## src/rtl/wb_ic_pkg.sv

```systemverilog
// Shared types and defaults for the Wishbone shared-bus interconnect.
// Holds the FSM state encoding, arbitration mode codes and default decode map.
package wb_ic_pkg;

  typedef enum logic [1:0] {
    IDLE = 2'd0,
    BUS  = 2'd1,
    ERR  = 2'd2
  } ic_state_e;

  localparam int ARB_RR    = 0;
  localparam int ARB_FIXED = 1;

  localparam logic [95:0] DEF_SLAVE_BASE = {32'h0002_0000, 32'h0001_0000, 32'h0000_0000};
  localparam logic [95:0] DEF_SLAVE_MASK = {3{32'hFFFF_0000}};

  function automatic int idx_width(input int n);
    return (n > 1) ? $clog2(n) : 1;
  endfunction

endpackage

```

## src/rtl/wb_rr_arbiter.sv

```systemverilog
// Master arbiter: one-hot grant from the request vector, searching from rr_ptr
// (round-robin) or from index 0 (fixed priority).
module wb_rr_arbiter
  import wb_ic_pkg::*;
#(
  parameter int NUM_MASTERS = 2,
  parameter int ARB_MODE    = ARB_RR
) (
  input  logic                   clk_i,
  input  logic                   rst_i,
  input  logic [NUM_MASTERS-1:0] req,
  input  logic                   release_en,
  input  logic [NUM_MASTERS-1:0] release_grant,
  output logic [NUM_MASTERS-1:0] grant
);

  localparam int IW = idx_width(NUM_MASTERS);

  logic [IW-1:0] rr_ptr_reg;
  logic [IW-1:0] rr_ptr_next;
  logic [IW-1:0] rel_idx;
  int            start_idx;
  int            cand;

  always_comb begin
    rel_idx = '0;
    for (int i = 0; i < NUM_MASTERS; i++) begin
      if (release_grant[i]) rel_idx = IW'(i);
    end
    rr_ptr_next = rr_ptr_reg;
    if (release_en) begin
      rr_ptr_next = (rel_idx == IW'(NUM_MASTERS - 1)) ? '0 : rel_idx + 1'b1;
    end
  end

  always_ff @(posedge clk_i) begin
    if (!rst_i) rr_ptr_reg <= '0;
    else        rr_ptr_reg <= rr_ptr_next;
  end

  // First requester found walking upward (with wrap) from the start index wins.
  always_comb begin
    grant     = '0;
    start_idx = (ARB_MODE == ARB_FIXED) ? 0 : int'(rr_ptr_reg);
    cand      = 0;
    for (int i = 0; i < NUM_MASTERS; i++) begin
      cand = start_idx + i;
      if (cand >= NUM_MASTERS) cand = cand - NUM_MASTERS;
      if (grant == '0 && req[cand]) grant[cand] = 1'b1;
    end
  end

endmodule

```

## src/rtl/wb_interconnect.sv

```systemverilog
// Shared-bus Wishbone interconnect: N masters arbitrated onto one bus,
// address-decoded to M slaves, with decode-miss and no-ack timeout errors.
module wb_interconnect
  import wb_ic_pkg::*;
#(
  parameter int NUM_MASTERS    = 2,
  parameter int NUM_SLAVES     = 3,
  parameter int WB_DATA_WIDTH  = 32,
  parameter int WB_ADDR_WIDTH  = 32,
  parameter int WB_SEL_WIDTH   = 4,
  parameter logic [NUM_SLAVES*WB_ADDR_WIDTH-1:0] SLAVE_BASE = DEF_SLAVE_BASE,
  parameter logic [NUM_SLAVES*WB_ADDR_WIDTH-1:0] SLAVE_MASK = DEF_SLAVE_MASK,
  parameter int ARB_MODE       = ARB_RR,
  parameter int TIMEOUT_CYCLES = 16
) (
  input  logic                              clk_i,
  input  logic                              rst_i,
  input  logic [NUM_MASTERS*WB_ADDR_WIDTH-1:0] m_addr_i,
  input  logic [NUM_MASTERS*WB_DATA_WIDTH-1:0] m_data_i,
  input  logic [NUM_MASTERS-1:0]               m_we_i,
  input  logic [NUM_MASTERS*WB_SEL_WIDTH-1:0]  m_sel_i,
  input  logic [NUM_MASTERS-1:0]               m_stb_i,
  input  logic [NUM_MASTERS-1:0]               m_cyc_i,
  output logic [NUM_MASTERS*WB_DATA_WIDTH-1:0] m_data_o,
  output logic [NUM_MASTERS-1:0]               m_ack_o,
  output logic [NUM_MASTERS-1:0]               m_err_o,
  output logic [WB_ADDR_WIDTH-1:0]             s_addr_o,
  output logic [WB_DATA_WIDTH-1:0]             s_data_o,
  output logic                                 s_we_o,
  output logic [WB_SEL_WIDTH-1:0]              s_sel_o,
  output logic [NUM_SLAVES-1:0]                s_stb_o,
  output logic [NUM_SLAVES-1:0]                s_cyc_o,
  input  logic [NUM_SLAVES-1:0]                s_ack_i,
  input  logic [NUM_SLAVES*WB_DATA_WIDTH-1:0]  s_data_i,
  output logic [NUM_MASTERS-1:0]               grant_o
);

  localparam int MW  = idx_width(NUM_MASTERS);
  localparam int SIW = idx_width(NUM_SLAVES);
  localparam int TW  = idx_width(TIMEOUT_CYCLES);

  ic_state_e              state_reg, state_next;
  logic [NUM_MASTERS-1:0] grant_reg, grant_next, arb_grant;
  logic [TW-1:0]          tmo_reg, tmo_next;
  logic                   release_en;

  logic [MW-1:0]            g_idx;
  logic [WB_ADDR_WIDTH-1:0] g_addr;
  logic [WB_DATA_WIDTH-1:0] g_data;
  logic [WB_SEL_WIDTH-1:0]  g_sel;
  logic                     g_we, g_stb, g_cyc;

  logic [NUM_SLAVES-1:0]    hit_vec;
  logic [SIW-1:0]           hit_idx;
  logic                     hit_any, hit_ack;
  logic                     bus_act, err_act;

  wb_rr_arbiter #(
    .NUM_MASTERS (NUM_MASTERS),
    .ARB_MODE    (ARB_MODE)
  ) u_arb (
    .clk_i         (clk_i),
    .rst_i         (rst_i),
    .req           (m_cyc_i),
    .release_en    (release_en),
    .release_grant (grant_reg),
    .grant         (arb_grant)
  );

  always_comb begin
    g_idx = '0;
    for (int i = 0; i < NUM_MASTERS; i++) begin
      if (grant_reg[i]) g_idx = MW'(i);
    end
  end

  assign g_addr = m_addr_i[g_idx*WB_ADDR_WIDTH +: WB_ADDR_WIDTH];
  assign g_data = m_data_i[g_idx*WB_DATA_WIDTH +: WB_DATA_WIDTH];
  assign g_sel  = m_sel_i[g_idx*WB_SEL_WIDTH +: WB_SEL_WIDTH];
  assign g_we   = m_we_i[g_idx];
  assign g_stb  = m_stb_i[g_idx] & (|grant_reg);
  assign g_cyc  = m_cyc_i[g_idx] & (|grant_reg);

  for (genvar gi = 0; gi < NUM_SLAVES; gi++) begin : g_decode
    assign hit_vec[gi] = (g_addr & SLAVE_MASK[gi*WB_ADDR_WIDTH +: WB_ADDR_WIDTH])
                         == SLAVE_BASE[gi*WB_ADDR_WIDTH +: WB_ADDR_WIDTH];
  end

  // Walk downward so overlapping windows resolve to the lowest slave index.
  always_comb begin
    hit_idx = '0;
    for (int j = NUM_SLAVES - 1; j >= 0; j--) begin
      if (hit_vec[j]) hit_idx = SIW'(j);
    end
  end

  assign hit_any = |hit_vec;
  assign hit_ack = hit_any & s_ack_i[hit_idx];

  always_ff @(posedge clk_i) begin
    if (!rst_i) begin
      state_reg <= IDLE;
      grant_reg <= '0;
      tmo_reg   <= '0;
    end else begin
      state_reg <= state_next;
      grant_reg <= grant_next;
      tmo_reg   <= tmo_next;
    end
  end

  always_comb begin
    state_next = state_reg;
    grant_next = grant_reg;
    tmo_next   = '0;
    release_en = 1'b0;
    case (state_reg)
      IDLE: begin
        if (|m_cyc_i) begin
          grant_next = arb_grant;
          state_next = BUS;
        end
      end
      BUS: begin
        if (!g_cyc) begin
          state_next = IDLE;
          grant_next = '0;
          release_en = 1'b1;
        end else if (g_stb && !hit_any) begin
          state_next = ERR;
        end else if (g_stb && !hit_ack) begin
          if (tmo_reg == TW'(TIMEOUT_CYCLES - 1)) state_next = ERR;
          else                                    tmo_next   = tmo_reg + 1'b1;
        end
      end
      ERR: begin
        if (g_cyc) begin
          state_next = BUS;
        end else begin
          state_next = IDLE;
          grant_next = '0;
          release_en = 1'b1;
        end
      end
      default: begin
        state_next = IDLE;
        grant_next = '0;
      end
    endcase
  end

  // Qualifying with rst_i silences the bus in the very cycle reset is applied.
  assign bus_act = rst_i && (state_reg == BUS);
  assign err_act = rst_i && (state_reg == ERR);

  always_comb begin
    s_addr_o = bus_act ? g_addr : '0;
    s_data_o = bus_act ? g_data : '0;
    s_sel_o  = bus_act ? g_sel  : '0;
    s_we_o   = bus_act & g_we;
    s_stb_o  = '0;
    s_cyc_o  = '0;
    m_ack_o  = '0;
    m_err_o  = '0;
    m_data_o = '0;
    if (bus_act && hit_any) begin
      s_stb_o[hit_idx] = g_stb;
      s_cyc_o[hit_idx] = g_cyc;
      m_ack_o[g_idx]   = hit_ack;
      m_data_o[g_idx*WB_DATA_WIDTH +: WB_DATA_WIDTH] = s_data_i[hit_idx*WB_DATA_WIDTH +: WB_DATA_WIDTH];
    end
    if (err_act) m_err_o[g_idx] = 1'b1;
  end

  assign grant_o = grant_reg;

endmodule

```

## config.mk

```make
export PLATFORM = sky130hd
export DESIGN_NAME = wb_interconnect
export DESIGN_NICKNAME = d
export VERILOG_FILES = /design/src/rtl/wb_ic_pkg.sv /design/src/rtl/wb_rr_arbiter.sv /design/src/rtl/wb_interconnect.sv
export SDC_FILE = /design/constraint.sdc
export NUM_CORES = 1
export LEC_CHECK = 0
export CELL_PAD_IN_SITES_DETAIL_PLACEMENT = 1
export CELL_PAD_IN_SITES_GLOBAL_PLACEMENT = 2
export CORE_ASPECT_RATIO = 0.6
export CORE_MARGIN = 5
export CORE_UTILIZATION = 10
export DETAILED_ROUTE_END_ITERATION = 8
export HOLD_SLACK_MARGIN = 0.06
export PLACE_DENSITY = 0.91
export SLEW_MARGIN = 10
export SYNTH_ARGS = -nofsm -noshare
export SYNTH_HDL_FRONTEND = slang
export SYNTH_SLANG_ARGS = --single-unit
```

## constraint.sdc

```tcl
create_clock -name clk_i -period 5.84 [get_ports clk_i]
set_clock_uncertainty 0.05 [all_clocks]
set_input_delay 1.168 -clock clk_i [delete_from_list [all_inputs] [get_ports clk_i]]
set_output_delay 1.168 -clock clk_i [all_outputs]
set_load 0.005 [all_outputs]
```

# Word level (Yosys, flattened, before mapping)
# Index checks and enable logic that the tools add are counted.
word_totals:
  wordCells: 121
  ff_bits: 9
  out_inout_bits: 145
  inputBits: 243
classes:
  muxes: 51
  order_cmp: 10
  reduce_logical: 22
  add_sub_neg: 6
  shifts: 6
  n_eq_ne: 9
  n_bitwise: 13
ops:
  columns: ["cell", "count"]
  rows:
  - ["32-bit two-way mux", 4]
  - ["64-bit by 7-bit indexed part select with 32-bit output", 2]
  - ["96-bit by 8-bit indexed part select with 32-bit output", 1]
  - ["64-bit bitwise AND", 1]
  - ["32-bit by 1-bit >= comparator with 1-bit output, second input constant", 2]
  - ["32-bit by 3-bit less-than comparator with 1-bit output, second input constant", 2]
  - ["64-bit two-way mux", 1]
  - ["32-bit by 34-bit variable shift with 64-bit output, first input constant", 1]
  - ["32-bit by 34-bit indexed part select with 64-bit output", 1]
  - ["6-bit negator with 34-bit output", 1]
  - ["32-bit by 3-bit >= comparator with 1-bit output, second input constant", 1]
  - ["32-bit zero test", 1]
  - ["32-bit by 3-bit subtractor with 32-bit output, second input constant", 1]
  - ["2-bit two-way mux", 14]
  - ["1-bit two-way mux", 22]
  - ["16-bit by 1-bit == test with 1-bit output, second input constant", 1]
  - ["16-bit by 2-bit == test with 1-bit output, second input constant", 1]
  - ["1-bit logical AND", 10]
  - ["4-bit != test, second input constant", 2]
  - ["8-bit by 4-bit indexed part select with 4-bit output", 1]
  - ["3-bit bitwise AND", 2]
  - ["3-bit two-way mux", 2]
  - ["2-bit one-hot mux with 3 select lines", 1]
  - ["2-bit OR reduction", 3]
  - ["28 further kinds", 39]

# Depth between registers and ports, before layout
# Gate-level depths: netlist of run 1.
depth:
  word_depth: 15
  depth_mapped: 8

# Cells and area by module
# Synthesis of run 1 repeated with hierarchy kept, for this count alone.
unflattened:
  hier_cells: 412
  hier_area_um2: 2941.6
by_module_without_submodules:
  columns: ["mod", "cells_per_inst", "seq_area_each_um2", "area_per_inst_um2", "n_inst"]
  rows:
  - ["wb_interconnect", 406, 160.2, 2889.0, 1]
  - ["wb_rr_arbiter", 6, 20.0, 52.6, 1]

# Least setup slack after synthesis of run 1
# No wires, ideal clock.
synth_timing:
  path_kind: "input to output"
  start: "input port m_addr_i[20]"
  end: "output port s_cyc_o[0]"
  path_buffers: 2
  slack_ps: 2100
  stages: 7
  arrival_time_ps: 2522
  cell_sequence: "nor4_1 > nand4_2 > and2_4 > buf_6 > or2_0 > buf_2 > nor4_1"
synth_between:
  elab_chain_len: 11
synth_lines:
  columns: ["item", "line", "source"]
  rows:
  - ["from (decl)", "wb_interconnect.sv:18", "input logic [NUM_MASTERS*WB_ADDR_WIDTH-1:0] m_addr_i,"]
  - ["64-bit by 7-bit indexed part select with 32-bit output (*)", "wb_interconnect.sv:77", "assign g_addr = m_addr_i[g_idx*WB_ADDR_WIDTH +: WB_ADDR_WIDTH];"]
  - ["16-bit by 2-bit == test with 1-bit output", "wb_interconnect.sv:86", "== SLAVE_BASE[gi*WB_ADDR_WIDTH +: WB_ADDR_WIDTH];"]
  - ["2-bit two-way mux (3 in series)", "wb_interconnect.sv:93", "if (hit_vec[j]) hit_idx = SIW'(j);"]
  - ["2-bit by 3-bit less-than comparator with 1-bit output (not written as such) or 2-bit by 1-bit >= comparator with 1-bit output (tied branches)", "wb_interconnect.sv:168", "s_cyc_o[hit_idx] = g_cyc;"]
  - ["1-bit logical AND (not written as such)", "wb_interconnect.sv:168", null]
  - ["1-bit two-way mux (not written as such)", "wb_interconnect.sv:168", null]
  - ["1-bit demux with 2-bit select", "wb_interconnect.sv:168", null]
  - ["3-bit bitwise AND (no line)", null, null]
  - ["3-bit two-way mux (*)", "wb_interconnect.sv:166", "if (bus_act && hit_any) begin"]
  - ["to (decl)", "wb_interconnect.sv:32", "output logic [NUM_SLAVES-1:0] s_cyc_o,"]
# Every way passes the cells marked *; elsewhere a longest branch is shown, timed or not.

# Worst setup path in the final report of run 1
layout_timing:
  start: "input port m_addr_i[20]"
  end: "output port s_stb_o[0]"
layout_between:
  elab_chain_len: 11
layout_lines:
  columns: ["item", "line", "source"]
  rows:
  - ["64-bit by 7-bit indexed part select with 32-bit output (*)", "wb_interconnect.sv:77", null]
  - ["16-bit by 2-bit == test with 1-bit output", "wb_interconnect.sv:86", null]
  - ["2-bit two-way mux (3 in series)", "wb_interconnect.sv:93", null]
  - ["2-bit by 3-bit less-than comparator with 1-bit output (not written as such) or 2-bit by 1-bit >= comparator with 1-bit output (tied branches)", "wb_interconnect.sv:167", "s_stb_o[hit_idx] = g_stb;"]
  - ["1-bit logical AND (not written as such)", "wb_interconnect.sv:167", null]
  - ["1-bit two-way mux (not written as such)", "wb_interconnect.sv:167", null]
  - ["1-bit demux with 2-bit select", "wb_interconnect.sv:167", null]
  - ["3-bit bitwise AND (no line)", null, null]
  - ["3-bit two-way mux (*)", "wb_interconnect.sv:166", null]
  - ["to (decl)", "wb_interconnect.sv:31", "output logic [NUM_SLAVES-1:0] s_stb_o,"]
# Marks and branches as above.

==> results of run 1 <==
cells by family after synthesis:
logic type	Yosys count	synth area share
xor gates and xnor gates	4	0.0128
adders and majority gates	5	0.0228
muxes	72	0.264
DFF	9	0.0658
and+or+nand+nor	195	0.317
AOI/OAI and AO/OA	89	0.235
buffers and inverters	50	0.0826
layout by cell type (no fill, tap or decap), drive strengths merged, types with 2 or more instances in the layout:
master,netlist,final
clkdlybuf4s50,0,387
nor2,143,143
mux2i,70,70
o22ai,33,33
o22a,32,32
buf,20,12
nor4,11,11
inv,10,10
nand2,10,10
dfxtp,9,9
nor3,7,7
o21ai,6,6
a21oi,6,6
ha,5,5
clkbuf,20,4
a31oi,4,4
or3,3,3
xor2,3,3
a211o,3,3
nand3,3,3
or2,3,3
and2,3,3
nor3b,2,2
a32o,2,2
mux2,2,2
and3b,2,2
and3,2,2
o2111ai,2,2
nand4,2,2
metrics by stage:
stage	hold WS [ns]	cell area [µm²]	total power (W)
after CTS	0.411	7130	0.000712
after global routing	0.431	7140	0.000749
after global placement	0.380	7050	0.000576
final	0.408	7140	0.000701
after detailed placement	0.402	7050	0.000584
after floorplan	0.368	2740	0.000267
cell type report:
type | count | area, µm²
fill | 3225 | 19600
timing repair buffer | 399 | 4000
multi-input combinational | 365 | 2380
tap | 360 | 450
sequential | 9 | 184
clock buffer | 4 | 78.8
inverter | 10 | 37.5
worst min path at each step:
stage / endpoint / from
CTS: tmo_reg[0] / tmo_reg[0]
finish: tmo_reg[0] / tmo_reg[0]
global placement: tmo_reg[0] / tmo_reg[0]
detailed placement: tmo_reg[0] / tmo_reg[0]
floorplan: tmo_reg[0] / tmo_reg[0]
global route: tmo_reg[0] / tmo_reg[0]
power breakdown:
group	switching, W	leakage [nW]	total [W]	internal, W
combinational	0.000194	2.29	0.000497	0.000303
sequential	0.0000147	0.0741	0.0000815	0.0000667
clock	0.0000306	0.0382	0.000122	0.0000914
total	0.000239	2.40	0.000701	0.000461
routing by layer:
metal	vias to the layer above	global-route usage	share of wire
met3	14	0.0212	0.045
met5	-	0	0
met2	145	0.240	0.49
met4	0	0.0113	0.0085
li1	2252	-	-
met1	2253	0.176	0.46
==> flow_summary_export.csv, run 1 <==
group,metric,value,unit
outcome,status,"completed",
timing,slew_headroom,0.335,
timing,maxSlewViolCount,0,
global_routing,grt_pass1_vias,5061,
timing,final_hold_viol_count,0,
place,place_hpwl,19.2,mm
timing,worstMarginPinSlew,0.998,ns
worst_setup_path,cpMostUsedCell,"clkdlybuf4s50_1",
synthesis,syn_area_per_cell,6.46,µm²
cells_and_area,drive_gt1_frac,0.0368,
timing,grt_setup_unrepaired,"no",
timing,period_share,0.934,
routing,post_drt_via_cell_ratio,4.07,
power_and_ir_drop,powerDensity,98.2,nW/µm²
synthesis,synth-seq-cells,9,
clocking,ctsResizeCount,0,
die,core,26700,µm²
routing,ant_nets,0,
cells_and_area,finish.utilization,0.267,
place,port_buffers,387,
timing,setup_ws,0.386,ns
synthesis,yosysMostFrequentCell,"nor2_1",
worst_setup_path,reg2reg_from,"grant_o[1]",
synthesis,synthesis.nets,672,
worst_setup_path,cp.depth,7,
power_and_ir_drop,power.leakage,2.40,nW
cells_and_area,antenna_cells,0,
clocking,clockBufferDepth,2,
clocking,cts_buffers,3,
global_routing,grt_pass1_wl,32.8,mm
worst_setup_path,worstPathArrival,4.24,ns
global_routing,grt_max_degree,58,
place,dp_slack,0.138,ns
clocking,cts-htree-levels,1,
synthesis,synth-edff-count,0,
clocking,ctsHoldBuffers,0,
routing,drt_iter0_drc,128,
place,place.gp.congestion,0.815,
die,die_h,138,µm
synthesis,ys_warn_count,0,
clocking,clkLatencyLatePin,0.23,ns
worst_setup_path,crit_fanout,13,
synthesis,ys.flop_type,"dfxtp_1",
global_routing,overflow,0,
worst_setup_path,crit_path_end,"s_stb_o[0]",
timing,tns,0,ns
synthesis,synth_area_leaders,"mux2i_1, nor2_1, o22a_1",
die,start_util,0.103,
die,die-area,30900,µm²
global_routing,grtUsageTotal,0.134,
cells_and_area,nNetsFinal,1036,
synthesis,synth.distinct_cells,41,
min_path,whs_path_depth,1,
worst_setup_path,crit_buf_inv,2,
routing,drc,0,
worst_setup_path,cp.required,4.62,ns
worst_setup_path,crit_type,"in -> out",
worst_setup_path,worst_setup_path_start_kind,"input port",
clocking,cts_root_buf,"clkbuf_16",
routing,vias,4664,
clocking,clock_sinks,9,
cells_and_area,final-instance-count-excl-fill,1147,
routing,dr.pass1.iters,4,
die,pin_count,388,
die,die_w,224,µm
worst_setup_path,end_kind,"output port",
synthesis,netlist_top_cells_count,"nor2_1, mux2i_1, o22ai_1, o22a_1, clkbuf_1",
worst_setup_path,max_stage_delay,0.61,ns
place,post-place-cells,1143,
timing,setup_violations,0,
worst_setup_path,ff2ff_path_depth,5,
timing,fmax,183,MHz
clocking,clkTransAtPathRegs,0.04,ns
worst_setup_path,crit_path_top_delay_cell,"nor4_1",
timing,post-route-min-period,5.45,ns
worst_setup_path,r2r-end,"state_reg[0]",
power_and_ir_drop,irDropWorstVdd,0.000119,V
min_path,hp-class,"reg -> reg",
synthesis,synth_top_area_cell,"mux2i_1",
worst_setup_path,crit_path_start,"m_addr_i[20]",
cells_and_area,areaGrowthSynthToFinish,160,%
global_routing,antenna_found_initial,0,
synthesis,async_flop_share,0,
synthesis,postSynthCellCount,424,
worst_setup_path,critPathTopFamily,"simple AND/OR/NAND/NOR gates",
routing,totalWireLength,22.6,mm
run,cap_viol_max_count,0,
worst_setup_path,path_cells,"clkdlybuf4s50_1 -> nor4_1 -> nand4_2 -> and2_4 -> or2_0 -> nor4_2 -> clkdlybuf4s50_1",
synthesis,ys_seq_area_frac,0.0658,
worst_setup_path,r2r_slack,3.56,ns
die,row_count,46,
clocking,cts_tree,"done",
synthesis,synth_top_area_frac,0.256,
synthesis,synth_area,2740,µm²
routing,wl_per_cell,19.7,µm
cells_and_area,largest_register_ffs,4,
clocking,post-cts-setup-buffers,0,
(Power assumes the default switching activity.)
==> run 2, diff against run 1 <==
- CORE_MARGIN: 5 -> 8
==> flow_summary_export.csv, run 2 (synthesized netlist as in run 1, its figures left out) <==
group,metric,value,unit
die,die-area,33100,µm²
power_and_ir_drop,powerDensity,98.6,nW/µm²
cells_and_area,largest_register_ffs,4,
routing,vias,4678,
timing,worstMarginPinSlew,0.896,ns
routing,ant_nets,0,
place,port_buffers,387,
clocking,clkLatencyLatePin,0.24,ns
worst_setup_path,crit_fanout,30,
timing,slew_headroom,0.403,
timing,setup_violations,0,
worst_setup_path,max_stage_delay,0.55,ns
run,cap_viol_max_count,0,
cells_and_area,layout_common_cells,"clkdlybuf4s50_1, nor2_1, mux2i_1, o22ai_1, o22a_1",
place,place_hpwl,19.9,mm
routing,post_drt_via_cell_ratio,4.05,
clocking,ctsResizeCount,0,
global_routing,overflow,0,
timing,setup_ws,0.404,ns
power_and_ir_drop,power.total,0.000702,W
timing,grt_setup_unrepaired,"no",
worst_setup_path,critPathTopFamily,"simple AND/OR/NAND/NOR gates",
clocking,cts_root_buf,"clkbuf_16",
min_path,worst_hold_startpoint,"tmo_reg[0]",
clocking,post-cts-setup-buffers,0,
power_and_ir_drop,irDropWorstVdd,0.0000682,V
die,pin_count,388,
worst_setup_path,worst_setup_path_start_kind,"input port",
timing,period_share,0.931,
die,start_util,0.101,
timing,tns,0,ns
cells_and_area,layout_commonest_cell,"clkdlybuf4s50_1",
routing,totalWireLength,23.2,mm
worst_setup_path,crit_buf_inv,4,
clocking,clockBufferDepth,2,
die,die_w,230,µm
timing,post-route-min-period,5.44,ns
clocking,clock_sinks,9,
cells_and_area,nNetsFinal,1036,
global_routing,grtUsageTotal,0.127,
timing,maxSlewViolCount,0,
routing,wl_per_cell,20.1,µm
die,core,27200,µm²
worst_setup_path,crit_type,"in -> out",
routing,drt_iter0_drc,170,
timing,final_hold_viol_count,0,
worst_setup_path,end_kind,"output port",
cells_and_area,antenna_cells,0,
worst_setup_path,cp.required,4.62,ns
routing,dr.pass1.iters,4,
routing,drc,0,
clocking,cts-htree-levels,1,
worst_setup_path,worstPathArrival,4.22,ns
power_and_ir_drop,power.leakage,2.39,nW
global_routing,grt_max_degree,54,
timing,fmax,184,MHz
clocking,cts_buffers,3,
worst_setup_path,reg2reg_from,"grant_o[1]",
global_routing,antenna_found_initial,0,
cells_and_area,areaGrowthSynthToFinish,160,%
clocking,ctsHoldBuffers,0,
cells_and_area,fillCellCount,3234,
min_path,hp-class,"reg -> reg",
worst_setup_path,crit_path_top_delay_cell,"nor4_1",
worst_setup_path,crit_path_start,"m_addr_i[56]",
clocking,clkTransAtPathRegs,0.04,ns
die,row_count,47,
worst_setup_path,path_cells,"clkdlybuf4s50_1 -> nor4_1 -> buf_4 -> nand4_1 -> or3_1 -> buf_4 -> nor2_1 -> clkdlybuf4s50_1",
place,dp_slack,0.224,ns
place,place.gp.congestion,0.827,
cells_and_area,drive_gt1_frac,0.0356,
global_routing,grt_pass1_wl,32.8,mm
global_routing,grt_pass1_vias,4883,
clocking,cts_tree,"done",
die,die_h,144,µm
outcome,status,"completed",
-- run 2: stage by stage --
step,util,cell area [µm²],hold WS [ns],instances
6_report,0.261,7110,0.400,1154
2_1_floorplan,-,2740,0.368,424
4_1_cts,0.261,7110,0.408,1154
3_3_place_gp,0.258,7030,0.383,1150
5_1_grt,0.261,7110,0.427,1154
3_5_place_dp,0.258,7030,0.400,1150
-- run 2: path summary, 6_finish.rpt --
path	end	slack, ns	cells past startpoint
hold reg to reg	tmo_reg[0]	0.40	1
setup reg to reg	state_reg[0]	3.32	5
hold / removal	tmo_reg[0]	0.40	1
setup / recovery	m_data_o[43]	0.40	8
-- run 2: final cells by class --
cell class | count | area (µm²) | area share
timing repair buffer | 399 | 3980 | 0.559
multi-input combinational | 365 | 2380 | 0.334
tap | 367 | 459 | 0.0646
sequential | 9 | 184 | 0.0259
clock buffer | 4 | 78.8 | 0.0111
inverter | 10 | 37.5 | 0.00528
-- run 2: report_power, final --
group	internal, W	switching [W]
Clock	0.0000913	0.0000312
Sequential	0.0000668	0.0000178
Combinational	0.000303	0.000192
Total	0.000461	0.000241
-- run 2: routing by layer --
metal | track usage | wire [µm] | vias to the layer above
met5 | 0 | 0 | -
li1 | - | - | 2258
met4 | 0.0156 | 201 | 0
met3 | 0.0237 | 1150 | 13
met2 | 0.228 | 11700 | 148
met1 | 0.162 | 10100 | 2259
==> run 3, diff against run 2 <==
- CORE_MARGIN: 8 -> default
==> flow_summary_export.csv, run 3 (synthesized netlist as in run 1, its figures left out) <==
group,metric,value,unit
cells_and_area,fillCellCount,3209,
routing,drt_iter0_drc,155,
worst_setup_path,crit_type,"in -> out",
clocking,cts_buffers,3,
timing,period_share,0.940,
die,start_util,0.103,
die,die-area,28100,µm²
place,post-place-cells,1145,
outcome,status,"completed",
global_routing,overflow,0,
global_routing,grt_pass1_vias,4976,
global_routing,grt_max_degree,59,
routing,dr.pass1.iters,4,
clocking,clockBufferDepth,2,
cells_and_area,nNetsFinal,1038,
cells_and_area,drive_gt1_frac,0.0380,
cells_and_area,final_area,7130,µm²
worst_setup_path,reg2reg_from,"grant_o[1]",
place,place.gp.congestion,0.808,
worst_setup_path,crit_path_start,"m_addr_i[21]",
cells_and_area,finish.utilization,0.268,
die,core,26600,µm²
power_and_ir_drop,power.leakage,2.40,nW
cells_and_area,layout_commonest_cell,"clkdlybuf4s50_1",
timing,slew_headroom,0.393,
cells_and_area,layout_common_cells,"clkdlybuf4s50_1, nor2_1, mux2i_1, o22ai_1, o22a_1",
worst_setup_path,cp.required,4.62,ns
die,pin_count,388,
global_routing,grtUsageTotal,0.139,
worst_setup_path,crit_path_end,"s_stb_o[0]",
timing,worstMarginPinSlew,0.910,ns
place,port_buffers,387,
routing,ant_nets,0,
cells_and_area,final-instance-count-excl-fill,1150,
timing,final_hold_viol_count,0,
place,place_hpwl,18.1,mm
routing,wl_per_cell,18.4,µm
routing,post_drt_via_cell_ratio,4.11,
timing,fmax,182,MHz
worst_setup_path,ff2ff_path_depth,5,
power_and_ir_drop,irDropWorstVdd,0.0000943,V
min_path,whs_path_depth,1,
cells_and_area,regArea,184,µm²
timing,tns,0,ns
timing,finalHoldWorstSlack,0.398,ns
global_routing,grt_pass1_wl,30.2,mm
worst_setup_path,r2r_slack,3.48,ns
die,die_w,216,µm
cells_and_area,areaGrowthSynthToFinish,160,%
timing,setup_violations,0,
routing,vias,4730,
worst_setup_path,worstPathArrival,4.27,ns
worst_setup_path,end_kind,"output port",
place,dpl_cell_area,7050,µm²
worst_setup_path,r2r-end,"state_reg[0]",
run,cap_viol_max_count,0,
power_and_ir_drop,powerDensity,97.5,nW/µm²
die,row_count,46,
die,die_h,130,µm
global_routing,met3_usage,0.0186,
clocking,cts_tree,"done",
clocking,post-cts-setup-buffers,0,
routing,totalWireLength,21.1,mm
cells_and_area,multi_input_area,2380,µm²
clocking,clkLatencyLatePin,0.23,ns
worst_setup_path,crit_fanout,7,
cells_and_area,largest_register_ffs,4,
min_path,hp-class,"reg -> reg",
global_routing,grt_busiest_layer,"met2",
clocking,ctsHoldBuffers,0,
timing,grt_setup_unrepaired,"no",
clocking,cts_root_buf,"clkbuf_16",
clocking,cts-htree-levels,1,
worst_setup_path,worst_setup_path_start_kind,"input port",
routing,drc,0,
clocking,ctsResizeCount,0,
global_routing,antenna_found_initial,2,
clocking,clkTransAtPathRegs,0.04,ns
timing,maxSlewViolCount,0,
global_routing,met2_usage,0.238,
clocking,clock_sinks,9,
global_routing,met1_usage,0.185,
timing,post-route-min-period,5.49,ns
## run 3: cell types whose count changed in the layout (fill, tap and decap cells not counted)
cell     change
buf_4        +1
diode_2      +1
buf_12       +1
## run 3: per-stage QoR
| step | total power, W | setup WS (ns) |
|---|---|---|
| after global routing | 0.000742 | 0.0182 |
| final | 0.000695 | 0.350 |
| after global placement | 0.000572 | 0.195 |
| after CTS | 0.000707 | 0.204 |
| after floorplan | 0.000267 | 2.10 |
| after detailed placement | 0.000581 | 0.238 |
## run 3: worst min-delay path by stage
stage,from,endpoint,slack (ns)
2_1_floorplan,tmo_reg[0],tmo_reg[0],0.37
3_3_place_gp,tmo_reg[0],tmo_reg[0],0.39
3_5_place_dp,tmo_reg[0],tmo_reg[0],0.40
4_1_cts,tmo_reg[0],tmo_reg[0],0.40
5_1_grt,tmo_reg[0],tmo_reg[0],0.43
6_report,tmo_reg[0],tmo_reg[0],0.40
## run 3: metal layers
| layer | routed length [µm] | up-vias | part of all wire |
|---|---|---|---|
| met3 | 1050 | 21 | 0.050 |
| li1 | - | 2263 | - |
| met1 | 9700 | 2270 | 0.46 |
| met2 | 9980 | 176 | 0.47 |
| met5 | 0 | - | 0 |
| met4 | 410 | 0 | 0.019 |
## run 3: worst max-delay path, stage by stage
cell and delay (ns):
clkdlybuf4s50_1 0.48, nor4_1 0.58, nand4_2 0.37, and2_4 0.30, or2_0 0.34, nor4_1 0.42
clkdlybuf4s50_1 0.61
## run 3: final cells by class
class	instances	area share
sequential	9	0.0258
multi-input combinational	365	0.333
timing repair buffer	401	0.561
antenna	1	0.000351
clock buffer	4	0.0110
tap	360	0.0631
inverter	10	0.00526
## run 3: report_power, final
| group | leakage [nW] | internal [W] | switching (W) |
|---|---|---|---|
| registers | 0.0741 | 0.0000668 | 0.0000161 |
| clock network | 0.0382 | 0.0000911 | 0.0000282 |
| logic | 2.29 | 0.000303 | 0.000190 |
| total | 2.40 | 0.000461 | 0.000234 |
